### config.mk
export PLATFORM = sky130hd
export DESIGN_NAME = iob_sp_ram_ctrl_flat
export DESIGN_NICKNAME = d
export VERILOG_FILES = /design/src/rtl/iob_sp_ram_ctrl_if.sv /design/src/rtl/iob_sp_ram_ctrl.sv /design/src/flat_wrapper.sv
export SDC_FILE = /design/constraint.sdc
export NUM_CORES = 1
export LEC_CHECK = 0
export BUFFER_PORTS_ARGS = -buffer_cell sky130_fd_sc_hd__buf_2
export CAP_MARGIN = 25
export CORE_ASPECT_RATIO = 1.1
export CORE_UTILIZATION = 31
export CTS_CLUSTER_DIAMETER = 100
export DETAILED_ROUTE_END_ITERATION = 8
export GPL_TIMING_DRIVEN = 1
export PLACE_DENSITY = 0.81
export REMOVE_ABC_BUFFERS = 1
export SETUP_SLACK_MARGIN = 0.5
export SLEW_MARGIN = 25
export SYNTH_ARGS = -nofsm -noshare
export SYNTH_HDL_FRONTEND = slang
export SYNTH_SLANG_ARGS = --single-unit
### constraint.sdc
create_clock -name clk -period 1.2 [get_ports clk]
set_clock_uncertainty 0.1 [all_clocks]
set_input_delay 0.12 -clock clk [delete_from_list [all_inputs] [get_ports clk]]
set_output_delay 0.12 -clock clk [all_outputs]
set_load 0.01 [all_outputs]
### src/rtl/iob_sp_ram_ctrl_if.sv
// Host request/response and single-port RAM signals of iob_sp_ram_ctrl.
// The slave view belongs to the controller; the master view is the host plus RAM side.
interface iob_sp_ram_ctrl_if #(
   parameter int DATA_W = 16,
   parameter int ADDR_W = 5
);
   logic              req_valid;
   logic              req_we;
   logic [ADDR_W-1:0] req_addr;
   logic [DATA_W-1:0] req_wdata;
   logic              req_ready;
   logic              rsp_valid;
   logic [DATA_W-1:0] rsp_rdata;
   logic              rsp_ready;
   logic              mem_en;
   logic              mem_we;
   logic [ADDR_W-1:0] mem_addr;
   logic [DATA_W-1:0] mem_din;
   logic [DATA_W-1:0] mem_dout;
   logic              init_done;

   modport master (
      output req_valid, req_we, req_addr, req_wdata, rsp_ready, mem_dout,
      input  req_ready, rsp_valid, rsp_rdata, mem_en, mem_we, mem_addr, mem_din, init_done
   );

   modport slave (
      input  req_valid, req_we, req_addr, req_wdata, rsp_ready, mem_dout,
      output req_ready, rsp_valid, rsp_rdata, mem_en, mem_we, mem_addr, mem_din, init_done
   );
endinterface

### src/rtl/iob_sp_ram_ctrl.sv
// Single-port RAM controller: host request/response front end with 1-cycle read latency.
// Define IOB_SP_RAM_CTRL_CLEAR_EN to zero the whole RAM after every reset before serving the host.
module iob_sp_ram_ctrl #(
   parameter int DATA_W = 16,
   parameter int ADDR_W = 5
) (
   input logic                clk,
   input logic                reset,
   iob_sp_ram_ctrl_if.slave   bus
);

`ifdef IOB_SP_RAM_CTRL_CLEAR_EN
   typedef enum logic [0:0] {CLEAR, IDLE} state_t;
   localparam state_t ST_RST = CLEAR;
`else
   typedef enum logic [0:0] {IDLE} state_t;
   localparam state_t ST_RST = IDLE;
`endif

   state_t            state, state_nxt;
   logic              stall;
   logic              req_ready;
   logic              rd_acc;
   logic              mem_en, mem_we;
   logic [ADDR_W-1:0] mem_addr;
   logic [DATA_W-1:0] mem_din;
   logic              rsp_vld_p1;
   logic              rd_vld_p1;
   logic [DATA_W-1:0] rsp_data_p1;

`ifdef IOB_SP_RAM_CTRL_CLEAR_EN
   logic [ADDR_W-1:0] clr_cnt;

   always_ff @(posedge clk or posedge reset) begin
      if (reset)
         clr_cnt <= '0;
      else if (state == CLEAR)
         clr_cnt <= clr_cnt + ADDR_W'(1);
   end
`endif

   assign stall  = rsp_vld_p1 & ~bus.rsp_ready;
   assign rd_acc = bus.req_valid & req_ready & ~bus.req_we;

   always_ff @(posedge clk or posedge reset) begin
      if (reset)
         state <= ST_RST;
      else
         state <= state_nxt;
   end

   // Reset gates both acceptance and the RAM enable so nothing reaches memory while it is held.
   always_comb begin
      state_nxt = state;
      req_ready = 1'b0;
      mem_en    = 1'b0;
      mem_we    = 1'b0;
      mem_addr  = bus.req_addr;
      mem_din   = bus.req_wdata;
      case (state)
`ifdef IOB_SP_RAM_CTRL_CLEAR_EN
         CLEAR: begin
            mem_en   = ~reset;
            mem_we   = 1'b1;
            mem_addr = clr_cnt;
            mem_din  = '0;
            if (clr_cnt == '1)
               state_nxt = IDLE;
         end
`endif
         IDLE: begin
            req_ready = ~stall & ~reset;
            mem_en    = bus.req_valid & req_ready;
            mem_we    = bus.req_we;
         end
         default: ;
      endcase
   end

   // Stage 1: RAM output is live for one cycle after a read, then a local copy holds it.
   always_ff @(posedge clk or posedge reset) begin
      if (reset) begin
         rsp_vld_p1 <= 1'b0;
         rd_vld_p1  <= 1'b0;
      end else begin
         rsp_vld_p1 <= rd_acc | stall;
         rd_vld_p1  <= rd_acc;
      end
   end

   always_ff @(posedge clk) begin
      if (rd_vld_p1)
         rsp_data_p1 <= bus.mem_dout;
   end

   assign bus.req_ready = req_ready;
   assign bus.rsp_valid = rsp_vld_p1;
   assign bus.rsp_rdata = rd_vld_p1 ? bus.mem_dout : rsp_data_p1;
   assign bus.mem_en    = mem_en;
   assign bus.mem_we    = mem_we;
   assign bus.mem_addr  = mem_addr;
   assign bus.mem_din   = mem_din;
   assign bus.init_done = (state == IDLE);

endmodule

### src/flat_wrapper.sv
// flat-port wrapper written by rule: the top's interface ports become plain ports
module iob_sp_ram_ctrl_flat 
#(
   parameter int DATA_W = 16,
   parameter int ADDR_W = 5
)
  (clk, reset, bus_req_valid, bus_req_we, bus_req_addr, bus_req_wdata, bus_rsp_ready, bus_mem_dout, bus_req_ready, bus_rsp_valid, bus_rsp_rdata, bus_mem_en, bus_mem_we, bus_mem_addr, bus_mem_din, bus_init_done);
  iob_sp_ram_ctrl_if #(.DATA_W(DATA_W), .ADDR_W(ADDR_W)) bus_i ();
  input logic clk;
  input logic reset;
  input wire logic [$bits(bus_i.req_valid)-1:0] bus_req_valid;
  input wire logic [$bits(bus_i.req_we)-1:0] bus_req_we;
  input wire logic [$bits(bus_i.req_addr)-1:0] bus_req_addr;
  input wire logic [$bits(bus_i.req_wdata)-1:0] bus_req_wdata;
  input wire logic [$bits(bus_i.rsp_ready)-1:0] bus_rsp_ready;
  input wire logic [$bits(bus_i.mem_dout)-1:0] bus_mem_dout;
  output wire logic [$bits(bus_i.req_ready)-1:0] bus_req_ready;
  output wire logic [$bits(bus_i.rsp_valid)-1:0] bus_rsp_valid;
  output wire logic [$bits(bus_i.rsp_rdata)-1:0] bus_rsp_rdata;
  output wire logic [$bits(bus_i.mem_en)-1:0] bus_mem_en;
  output wire logic [$bits(bus_i.mem_we)-1:0] bus_mem_we;
  output wire logic [$bits(bus_i.mem_addr)-1:0] bus_mem_addr;
  output wire logic [$bits(bus_i.mem_din)-1:0] bus_mem_din;
  output wire logic [$bits(bus_i.init_done)-1:0] bus_init_done;
  assign bus_i.req_valid = bus_req_valid;
  assign bus_i.req_we = bus_req_we;
  assign bus_i.req_addr = bus_req_addr;
  assign bus_i.req_wdata = bus_req_wdata;
  assign bus_i.rsp_ready = bus_rsp_ready;
  assign bus_i.mem_dout = bus_mem_dout;
  assign bus_req_ready = bus_i.req_ready;
  assign bus_rsp_valid = bus_i.rsp_valid;
  assign bus_rsp_rdata = bus_i.rsp_rdata;
  assign bus_mem_en = bus_i.mem_en;
  assign bus_mem_we = bus_i.mem_we;
  assign bus_mem_addr = bus_i.mem_addr;
  assign bus_mem_din = bus_i.mem_din;
  assign bus_init_done = bus_i.init_done;
  iob_sp_ram_ctrl #(.DATA_W(DATA_W), .ADDR_W(ADDR_W)) u_core (.clk(clk), .reset(reset), .bus(bus_i));
endmodule
Word level (Yosys, flattened, before mapping)
Index checks and enable logic that the tools add are counted.
Storage, ports and cells
  register bits after elaboration: 18
  input port bits: 42
  output and inout bits: 42
  logic and storage cells: 13
Operators by class
  mux-type cells: 1
  bitwise logic cells: 9
Operators by type and width (count)
  $mux W16: 1
  $and A1 B1 Y1: 4
  $not A1 Y1: 4
  $or A1 B1 Y1: 1

Longest topological paths before layout
Gate-level depths: netlist of run 1.
  word-level depth: 7
  gate-level depth with buffers: 3
  mapped depth without buffers: 2

Least setup slack after synthesis of run 1
OpenSTA, ideal clock, no wires.
  path kind: register -> register
  from: register u_core.rd_vld_p1
  to: register u_core.rsp_data_p1[10]
  library setup time: 0.129 ns
  data arrival time: 0.932 ns
  required time: 0.971 ns
  slack: 0.038 ns
  cell stages (with the launch flop): 4
  buffers on the path: 2
  clock period less this slack: 1.162 ns
  cell sequence: dfrtp_1 -> buf_6 -> buf_12 -> mux2_4
Between the ends
  word-level cells in the longest chain between the ends: 1
Ends and longest elaborated chain
  from (decl): line iob_sp_ram_ctrl.sv:28  | logic rd_vld_p1;
  from (signal assigned): line iob_sp_ram_ctrl.sv:87  | rd_vld_p1 <= rd_acc;
  $mux W16
  via bus_rsp_rdata[10]: line flat_wrapper.sv:19  | output wire logic [$bits(bus_i.rsp_rdata)-1:0] bus_rsp_rdata;
  to (signal assigned): line iob_sp_ram_ctrl.sv:93  | rsp_data_p1 <= bus.mem_dout;
  to (decl): line iob_sp_ram_ctrl.sv:29  | logic [DATA_W-1:0] rsp_data_p1;
The timed path passes the listed nets, and every way through them passes these cells.

Worst setup path after layout of run 1
  from: register u_core.rd_vld_p1
  to: output bus_rsp_rdata[1]
Between the ends
  word-level cells in the longest chain between the ends: 1
Ends and longest elaborated chain
  $mux W16: line iob_sp_ram_ctrl.sv:98  | assign bus.rsp_rdata = rd_vld_p1 ? bus.mem_dout : rsp_data_p1;
  to (decl): line flat_wrapper.sv:19
Every way passes these cells.

==> results.yml, run 1 <==
run_status:
  outcome: "finished, violations left"
  failed_checks: "negative hold slack, negative setup slack"
worst_setup_path:
  cp_slowest_stage_delay_ps: 410
  worstReg2RegEnd: "u_core.rsp_data_p1[1]"
  cp.arrival_ps: 1360
  path_max_fanout: 12
  crit_family: "flip-flops"
  path_cells: "buf_12 > mux2_2 > buf_2"
  r2r_slack_ps: 60
  cp_data_required_time_ps: 980
  path_buf_inv: 2
  reg2regPathDepth: 2
  crit_type: "reg2out"
  cp-start-kind: "flip-flop"
  slowest_stage: "dfrtp_1"
  cp.depth: 3
  reg2reg_from: "u_core.rd_vld_p1"
  end_kind: "primary output"
timing:
  hold_viol_final: 16
  fin_crit_sh_pct: 132
  whs_ps: -41.5
  tns_ps: -5760
  fin_ws_ps: -384
  slew_viol_final: 0
  period_needed_ps: 1580
  rsz0062_at_grt: "true"
  max_freq_ghz: 0.631
  finalSetupViolCount: 18
detailed_routing:
  drt_iter0_markers: 7
  dr_total_vias: 541
  wl_per_cell_um: 15.3
  ant_nets: 0
  dr.pass1.iters: 3
  viasPerCell: 4.40
  drcViolationCount: 0
  drt-total-wl_mm: 1.88
power_and_ir_drop:
  p_per_area_nw_per_um2: 1570
  max-vdd-ir-drop_mv: 0.847
  p_leak_nw: 0.522
  total_power_mw: 1.65
cells_and_area:
  utilization_pct: 41.9
  n_antenna_cell: 0
  fill_cells: 263
  stdcell_area_um2: 1060
  final_nets: 135
  area_delta_synth_final_pct: 26.3
  drive_above_1_share_pct: 75.0
clock_tree:
  cts_tree: "yes"
  htreeDepth: 1
  clock_sinks: 18
  clk_path_buf_depth: 2
  path_clk_slew_ps: 110
  clkLatencyLatePin_ps: 290
  hold_buffers: 1
  tritoncts.num_buffers: 3
  cts_root_buf: "clkbuf_4"
yosys:
  synth.top_cell.area_share_pct: 38.3
  synth_edf_count: 0
  synth_ff_type: "dfxtp_1"
  syn_area_um2: 836
  synth-seq-cells: 18
  ys_top_cells_by_count: "buf_4 (23), dfxtp_1 (16), mux2_4 (10)"
  yosys.cell_count.top_type: "buf_4"
  synth_top_area_cell: "dfxtp_1"
  synthTopCellsByArea: "dfxtp_1 (38%), buf_4 (21%), mux2_4 (18%), mux2_2 (8.1%), dfrtp_1 (6.0%)"
  ys_warn_count: 0
  avgSynthCellArea_um2: 12.5
  synthCells: 67
  synth.distinct_cells: 14
  synth_seq_area_share_pct: 44.3
  async_reset_ff_share_pct: 11.1
floorplan:
  io_pins: 84
  fp.coreArea_um2: 2520
  dieArea_um2: 2910
  die_h_um: 56.5
  die_width_um: 51.5
  start_util_pct: 33.2
  rows: 19
job:
  maxCapViolations: 0
global_routing:
  antenna_found_initial: 0
  grt_pass1_vias: 611
  grt_overflow: 0
  grt_pass1_wl_mm: 2.77
  grt_util_all_layers_pct: 13.7
  grt_max_degree: 13
placement:
  dpl_cell_area_um2: 898
  portBuffers: 40
  pre_cts_ws_ps: -62.6
  gp_congestion: 0.721
  dp_hpwl_mm: 1.44
worst_hold_path:
  hold_depth: 2
  hold_class: "in2reg"
  min_to: "u_core.rsp_data_p1[10]"
  hold_path_startpoint: "bus_mem_dout[10]"
==> final cells by class <==
| class | instances | area [um^2] | share of cell area [%] |
|---|---|---|---|
| tap | 31 | 38.8 | 3.67 |
| clock buffer | 4 | 36.3 | 3.44 |
| timing repair buffer | 46 | 318 | 30.1 |
| multi-input combinational | 23 | 289 | 27.4 |
| inverter | 1 | 3.75 | 0.355 |
| sequential | 18 | 370 | 35.1 |
==> worst max path at each step <==
stage	from	to	slack, ps
finish	u_core.rd_vld_p1	bus_rsp_rdata[1]	-380
CTS	u_core.rd_vld_p1	bus_rsp_rdata[1]	-400
floorplan	u_core.rd_vld_p1	u_core.rsp_data_p1[0]	-200
detailed placement	u_core.rd_vld_p1	bus_rsp_rdata[0]	-60
global route	u_core.rd_vld_p1	bus_rsp_rdata[1]	-440
global placement	u_core.rd_vld_p1	bus_rsp_rdata[0]	-30
==> placed cells by master (no fill, tap or decap) <==
master / count
inv_1: 1
clkbuf_4: 3
dfrtp_1: 2
mux2_4: 11
conb_1: 1
clkbuf_8: 1
nor2b_4: 1
mux2_2: 5
nand2b_4: 1
buf_2: 32
buf_4: 2
dfxtp_1: 16
buf_12: 1
nor3b_2: 1
dlygate4sd3_1: 1
nor2_4: 1
buf_6: 10
or3b_1: 1
nor2_1: 1
==> cell families after synthesis <==
group | Yosys count | synth area share [%]
buf+inv | 26 | 24.9
flops | 18 | 44.3
mux | 16 | 26.0
other cells | 1 | 0.449
simple gates | 6 | 4.34
==> metal layers <==
metal,share of wire [%],global-route usage [%],up-vias
met5,0,12.5,-
met4,0,5.79,0
met3,17,13.3,0
met2,42,17.1,55
met1,41,14.5,244
li1,-,-,242
==> timing repair <==
item / in CTS / in global routing
setup endpoints to repair: 37 / 37
resized for setup: 12 / 5
endpoints found under the hold margin: 18 / 16
setup buffers: 1 / 2
pin swaps: 1 / 2
==> through the flow <==
stage	hold WS (ps)	cells
3_5_place_dp	-92.5	115
3_3_place_gp	-110	115
6_report	-41.5	123
4_1_cts	-52.2	121
2_1_floorplan	-239	42
5_1_grt	-58.9	123
==> where the power goes <==
group / internal [mW] / switching (mW) / leakage (nW) / total [mW]
clock network: 0.185 / 0.187 / 0.0210 / 0.372
logic: 0.327 / 0.202 / 0.339 / 0.529
registers: 0.721 / 0.0324 / 0.161 / 0.753
==> sequential cells by signal, summed over array words and instances, names as in the netlist <==
signal and flops:
u_core.rsp_data_p1 16, u_core.bus.rsp_valid 1, u_core.rd_vld_p1 1
(Power assumes the default switching activity.)
==> inputs of run 2 (changes only) <==
--- a/config.mk
+++ b/config.mk
@@ -8,11 +8,13 @@
 export BUFFER_PORTS_ARGS = -buffer_cell sky130_fd_sc_hd__buf_2
 export CAP_MARGIN = 25
 export CORE_ASPECT_RATIO = 1.1
-export CORE_UTILIZATION = 31
+export CORE_UTILIZATION = 33
+export CTS_BUF_LIST = sky130_fd_sc_hd__clkbuf_4 sky130_fd_sc_hd__clkbuf_8
 export CTS_CLUSTER_DIAMETER = 100
 export DETAILED_ROUTE_END_ITERATION = 8
 export GPL_TIMING_DRIVEN = 1
-export PLACE_DENSITY = 0.81
+export PLACE_DENSITY = 0.85
+export RECOVER_POWER = 25
 export REMOVE_ABC_BUFFERS = 1
 export SETUP_SLACK_MARGIN = 0.5
 export SLEW_MARGIN = 25
==> run 2 against run 1 <==
Compared with the run above:
- the flow still finishes with violations (negative hold slack, negative setup slack)
- power fell by 0.86%
- register-to-register slack barely moved
- hold slack barely moved
- flip-flop and latch count did not move
- die area fell by 5.8%
- first-iteration DRC count fell by 86%
- wire length fell by 3.6%
- non-clock buffer count fell by 1
- maximum frequency rose by 1.1%
- sequential share of layout area rose by 0.55 points
- setup slack improved by 17 ps
- clock-buffer cell count did not move
- critical endpoint is now bus_rsp_rdata[14]
==> results.yml, run 2 (same netlist as run 1, synthesis figures left out) <==
run_status:
  outcome: "finished, violations left"
  failed_checks: "negative hold slack, negative setup slack"
cells_and_area:
  largest_reg_flops: 16
  final_common_cell: "buf_2"
  stdcell_count: 121
  drive_above_1_share_pct: 74.7
  final_nets: 134
  n_antenna_cell: 0
  area_delta_synth_final_pct: 24.4
  mostFrequentLayoutCells: "buf_2 (33), dfxtp_1 (16), mux2_4 (12), buf_6 (9), mux2_2 (4)"
  seq_area_um2: 370
  fill_cells: 222
  multi_input_area_um2: 288
  stdcell_area_um2: 1040
  largest_register: "u_core.rsp_data_p1"
detailed_routing:
  dr_total_vias: 533
  wl_per_cell_um: 15.0
  drt_iter0_markers: 1
  drt-total-wl_mm: 1.82
  viasPerCell: 4.40
  dr.pass1.iters: 2
  drcViolationCount: 0
  ant_nets: 0
clock_tree:
  clock_sinks: 18
  clkLatencyLatePin_ps: 280
  path_clk_slew_ps: 100
  tritoncts.num_buffers: 3
  hold_buffers: 1
  clk_path_buf_depth: 2
  htreeDepth: 1
  cts_tree: "yes"
  cts_root_buf: "clkbuf_4"
worst_setup_path:
  r2r_slack_ps: 70
  worstReg2RegEnd: "u_core.rsp_data_p1[14]"
  cp_data_required_time_ps: 980
  reg2reg_from: "u_core.rd_vld_p1"
  cp-start-kind: "flip-flop"
  path_max_fanout: 12
  end_kind: "primary output"
  crit_type: "reg2out"
  cp.arrival_ps: 1350
  reg2regPathDepth: 2
placement:
  numPlacedInstances: 114
  gp_congestion: 0.636
  dpl_cell_area_um2: 897
  portBuffers: 40
  dp_hpwl_mm: 1.39
worst_hold_path:
  hold_path_startpoint: "bus_mem_dout[11]"
  min_to: "u_core.rsp_data_p1[11]"
  hold_class: "in2reg"
  hold_depth: 2
timing:
  tns_ps: -5590
  finalSetupViolCount: 18
  whs_ps: -41.3
  period_needed_ps: 1570
  max_freq_ghz: 0.638
  slew_viol_final: 0
  fin_ws_ps: -367
  rsz0062_at_grt: "true"
  fin_crit_sh_pct: 131
  hold_viol_final: 16
global_routing:
  grt_util_all_layers_pct: 14.1
  grt_max_degree: 13
  grt_pass1_wl_mm: 2.57
  antenna_found_initial: 0
  grt_pass1_vias: 537
  grt_overflow: 0
power_and_ir_drop:
  p_per_area_nw_per_um2: 1580
  max-vdd-ir-drop_mv: 0.827
  total_power_mw: 1.64
  p_leak_nw: 0.518
job:
  maxCapViolations: 0
floorplan:
  fp.coreArea_um2: 2320
  io_pins: 84
  rows: 18
  dieArea_um2: 2740
  start_util_pct: 36.0
  die_h_um: 54.8
  die_width_um: 50.0
run 2: cell count changes in the layout (fill, tap and decap cells not counted):
cell and delta:
buf_6 -1, buf_2 +1, nor2_4 -1, mux2_2 -1, buf_4 -1, mux2_4 +1
nor2_2 +1
run 2: worst max-delay path, cell delays in order (launching register included):
cell     delay, ps
dfrtp_1        410
buf_12         160
mux2_2         350
buf_2          140
run 2: timing repair:
item	in CTS	in global routing
buffers inserted	1	1
pin swaps	1	2
endpoints found under the hold margin	18	16
gates cloned	0	0
resized for setup	13	3
endpoints found under the setup margin	37	37
run 2: final cells by class:
type	instances	area share [%]
repair buffers	45	29.2
well taps	30	3.61
flip-flops and latches	18	35.6
multi-input cells	23	27.7
inverters	1	0.361
clock buffers	4	3.49
run 2: per-stage QoR:
step / setup slack [ps] / utilization (%) / hold WS (ps)
floorplan: -204 / - / -239
global placement: -22.0 / 38.7 / -104
detailed placement: -52.7 / 38.7 / -93.4
CTS: -388 / 43.9 / -50.1
global route: -436 / 44.8 / -60.1
finish: -367 / 44.8 / -41.3
run 2: worst max-delay path by stage:
stage,to,startpoint
final,bus_rsp_rdata[14],u_core.rd_vld_p1
after global routing,bus_rsp_rdata[1],u_core.rd_vld_p1
after CTS,bus_rsp_rdata[13],u_core.rd_vld_p1
after detailed placement,bus_rsp_rdata[15],u_core.rd_vld_p1
after global placement,bus_rsp_rdata[0],u_core.rd_vld_p1
after floorplan,u_core.rsp_data_p1[0],u_core.rd_vld_p1
run 2: report_power, final:
group          internal, mW  switching (mW)  total, mW
Clock                 0.184           0.179      0.363
Sequential            0.721          0.0345      0.756
Combinational         0.324           0.197      0.521
Total                  1.23           0.410       1.64
run 2: per-layer routing:
metal  GRT usage, %  wire length, um  vias up
met5           8.33                0        -
met3           12.2              277        0
met4           5.71                0        0
met1           16.4              781      243
li1               -                -      239
met2           17.1              756       51
==> inputs of run 3 (changes only) <==
--- a/config.mk
+++ b/config.mk
@@ -5,6 +5,7 @@
 export SDC_FILE = /design/constraint.sdc
 export NUM_CORES = 1
 export LEC_CHECK = 0
+export ABC_AREA = 1
 export BUFFER_PORTS_ARGS = -buffer_cell sky130_fd_sc_hd__buf_2
 export CAP_MARGIN = 25
 export CORE_ASPECT_RATIO = 1.1
==> run 3 against run 2 <==
Compared with the run above:
- the run still ends with negative hold slack, negative setup slack left
- combinational power decreased by 21%
- utilization decreased by 0.16 points
- critical path depth unchanged
- clock-buffer cell count unchanged
- critical path type unchanged
==> results.yml, run 3 <==
run_status:
  outcome: "finished, violations left"
  failed_checks: "negative hold slack, negative setup slack"
job:
  maxCapViolations: 0
yosys:
  synth_edf_count: 0
  synth_ff_type: "dfxtp_1"
  yosys.cell_count.top_type: "buf_4"
  ys_warn_count: 0
  synth_top_area_cell: "dfxtp_1"
  synth-seq-cells: 18
  synthCells: 103
  syn_area_um2: 838
  synth.top_cell.area_share_pct: 38.2
  async_reset_ff_share_pct: 11.1
  synth.distinct_cells: 12
  avgSynthCellArea_um2: 8.14
  synth_seq_area_share_pct: 44.2
  ys_top_cells_by_count: "buf_4 (23), inv_1 (21), nand2_1 (18)"
  synthTopCellsByArea: "dfxtp_1 (38%), buf_4 (21%), inv_1 (9.4%), nand2_1 (8.1%), o21ai_0 (7.2%)"
global_routing:
  grt_overflow: 0
  antenna_found_initial: 0
  grt_pass1_wl_mm: 2.95
  met2_usage_pct: 20.4
  busiest_layer: "met2"
  grt_util_all_layers_pct: 15.5
  grt_max_degree: 21
  grt_pass1_vias: 642
  grtUsageMet1_pct: 17.7
  grt_util_met3_pct: 16.4
cells_and_area:
  mostFrequentLayoutCells: "buf_2 (39), inv_1 (20), nand2_1 (16), o21ai_2 (16), dfxtp_1 (16)"
  stdcell_area_um2: 1040
  n_antenna_cell: 0
  final_nets: 170
  area_delta_synth_final_pct: 23.6
  fill_cells: 238
  final_common_cell: "buf_2"
  utilization_pct: 44.7
  stdcell_count: 157
  drive_above_1_share_pct: 54.3
  largest_register: "u_core.rsp_data_p1"
  largest_reg_flops: 16
placement:
  pre_cts_ws_ps: 8.43
  dp_hpwl_mm: 1.47
  gp_congestion: 0.645
  numPlacedInstances: 149
  portBuffers: 40
  dpl_cell_area_um2: 885
detailed_routing:
  dr_total_vias: 696
  wl_per_cell_um: 12.8
  drcViolationCount: 0
  drt_iter0_markers: 6
  drt-total-wl_mm: 2.02
  viasPerCell: 4.43
  ant_nets: 0
  dr.pass1.iters: 4
clock_tree:
  hold_buffers: 1
  cts_tree: "yes"
  clock_sinks: 18
  path_clk_slew_ps: 100
  clkLatencyLatePin_ps: 290
  tritoncts.num_buffers: 3
  clk_path_buf_depth: 2
  cts_root_buf: "clkbuf_4"
  htreeDepth: 1
floorplan:
  fp.coreArea_um2: 2320
  start_util_pct: 36.1
  die_width_um: 50.1
  rows: 18
  dieArea_um2: 2750
  die_h_um: 54.9
  io_pins: 84
timing:
  slew_viol_final: 0
  period_needed_ps: 1420
  rsz0062_at_grt: "true"
  whs_ps: -64.6
  fin_ws_ps: -221
  fin_crit_sh_pct: 118
  finalSetupViolCount: 17
  hold_viol_final: 16
  max_freq_ghz: 0.704
worst_hold_path:
  hold_depth: 3
  hold_class: "in2reg"
  hold_path_startpoint: "bus_mem_dout[11]"
  min_to: "u_core.rsp_data_p1[11]"
power_and_ir_drop:
  p_per_area_nw_per_um2: 1420
  p_leak_nw: 0.561
  max-vdd-ir-drop_mv: 0.881
  total_power_mw: 1.47
worst_setup_path:
  r2r_slack_ps: 70
  reg2regPathDepth: 6
  cp-start-kind: "flip-flop"
  path_max_fanout: 20
  cp.arrival_ps: 1200
  worstReg2RegEnd: "u_core.bus.rsp_valid"
  cp_data_required_time_ps: 980
  end_kind: "primary output"
  reg2reg_from: "u_core.bus.rsp_valid"
  crit_type: "reg2out"
run 3: where the power goes:
| part | internal, mW | switching (mW) |
|---|---|---|
| Sequential | 0.706 | 0.0274 |
| Clock | 0.152 | 0.173 |
| Combinational | 0.188 | 0.223 |
| Total | 1.05 | 0.424 |
run 3: cell families (layout without fill, tap and decap cells):
family,count (synthesis),after routing,share of synthesized area [%]
AO/OA/AOI/OAI,17,17,11.9
buffers and inverters,47,71,34.0
other,1,1,0.447
AND/OR/NAND/NOR,20,20,9.40
flip-flops,18,18,44.2
run 3: timing repair:
item                       in CTS  in global routing
hold endpoints to repair       19                 16
pin swaps                       2                  1
setup buffers                   2                  1
setup endpoints to repair      37                 37
resized for setup              28                  8
run 3: worst max-delay path by stage:
stage                           startpoint                     end  slack [ps]
after floorplan           u_core.rd_vld_p1  u_core.rsp_data_p1[10]        -200
after global placement    u_core.rd_vld_p1       bus_rsp_rdata[14]          30
after detailed placement  u_core.rd_vld_p1        bus_rsp_rdata[3]           8
after CTS                 u_core.rd_vld_p1        bus_rsp_rdata[3]        -230
after global routing      u_core.rd_vld_p1       bus_rsp_rdata[11]        -310
final                     u_core.rd_vld_p1        bus_rsp_rdata[5]        -220
run 3: cell type report:
type	count	area [um^2]	area share, %
sequential	18	370	35.7
timing repair buffer	46	282	27.2
inverter	21	78.8	7.61
tap	30	37.5	3.62
multi-input combinational	38	238	22.9
clock buffer	4	30.0	2.90
run 3: stage by stage:
stage          hold WS (ps)  TNS (ps)
2_1_floorplan          -222     -3880
4_1_cts               -75.1     -3430
5_1_grt               -72.3     -4630
3_5_place_dp          -87.3         0
6_report              -64.6     -3190
3_3_place_gp          -95.8         0
run 3: critical path: stages, from the launching register on:
cell and delay [ps]:
dfrtp_1 430, buf_12 170, o21ai_2 160, buf_2 150
run 3: metal layers:
layer / part of all wire [%] / vias to the layer above
met5: 0 / -
met4: 0.25 / 0
met3: 19 / 4
met2: 39 / 59
met1: 41 / 298
li1: - / 335
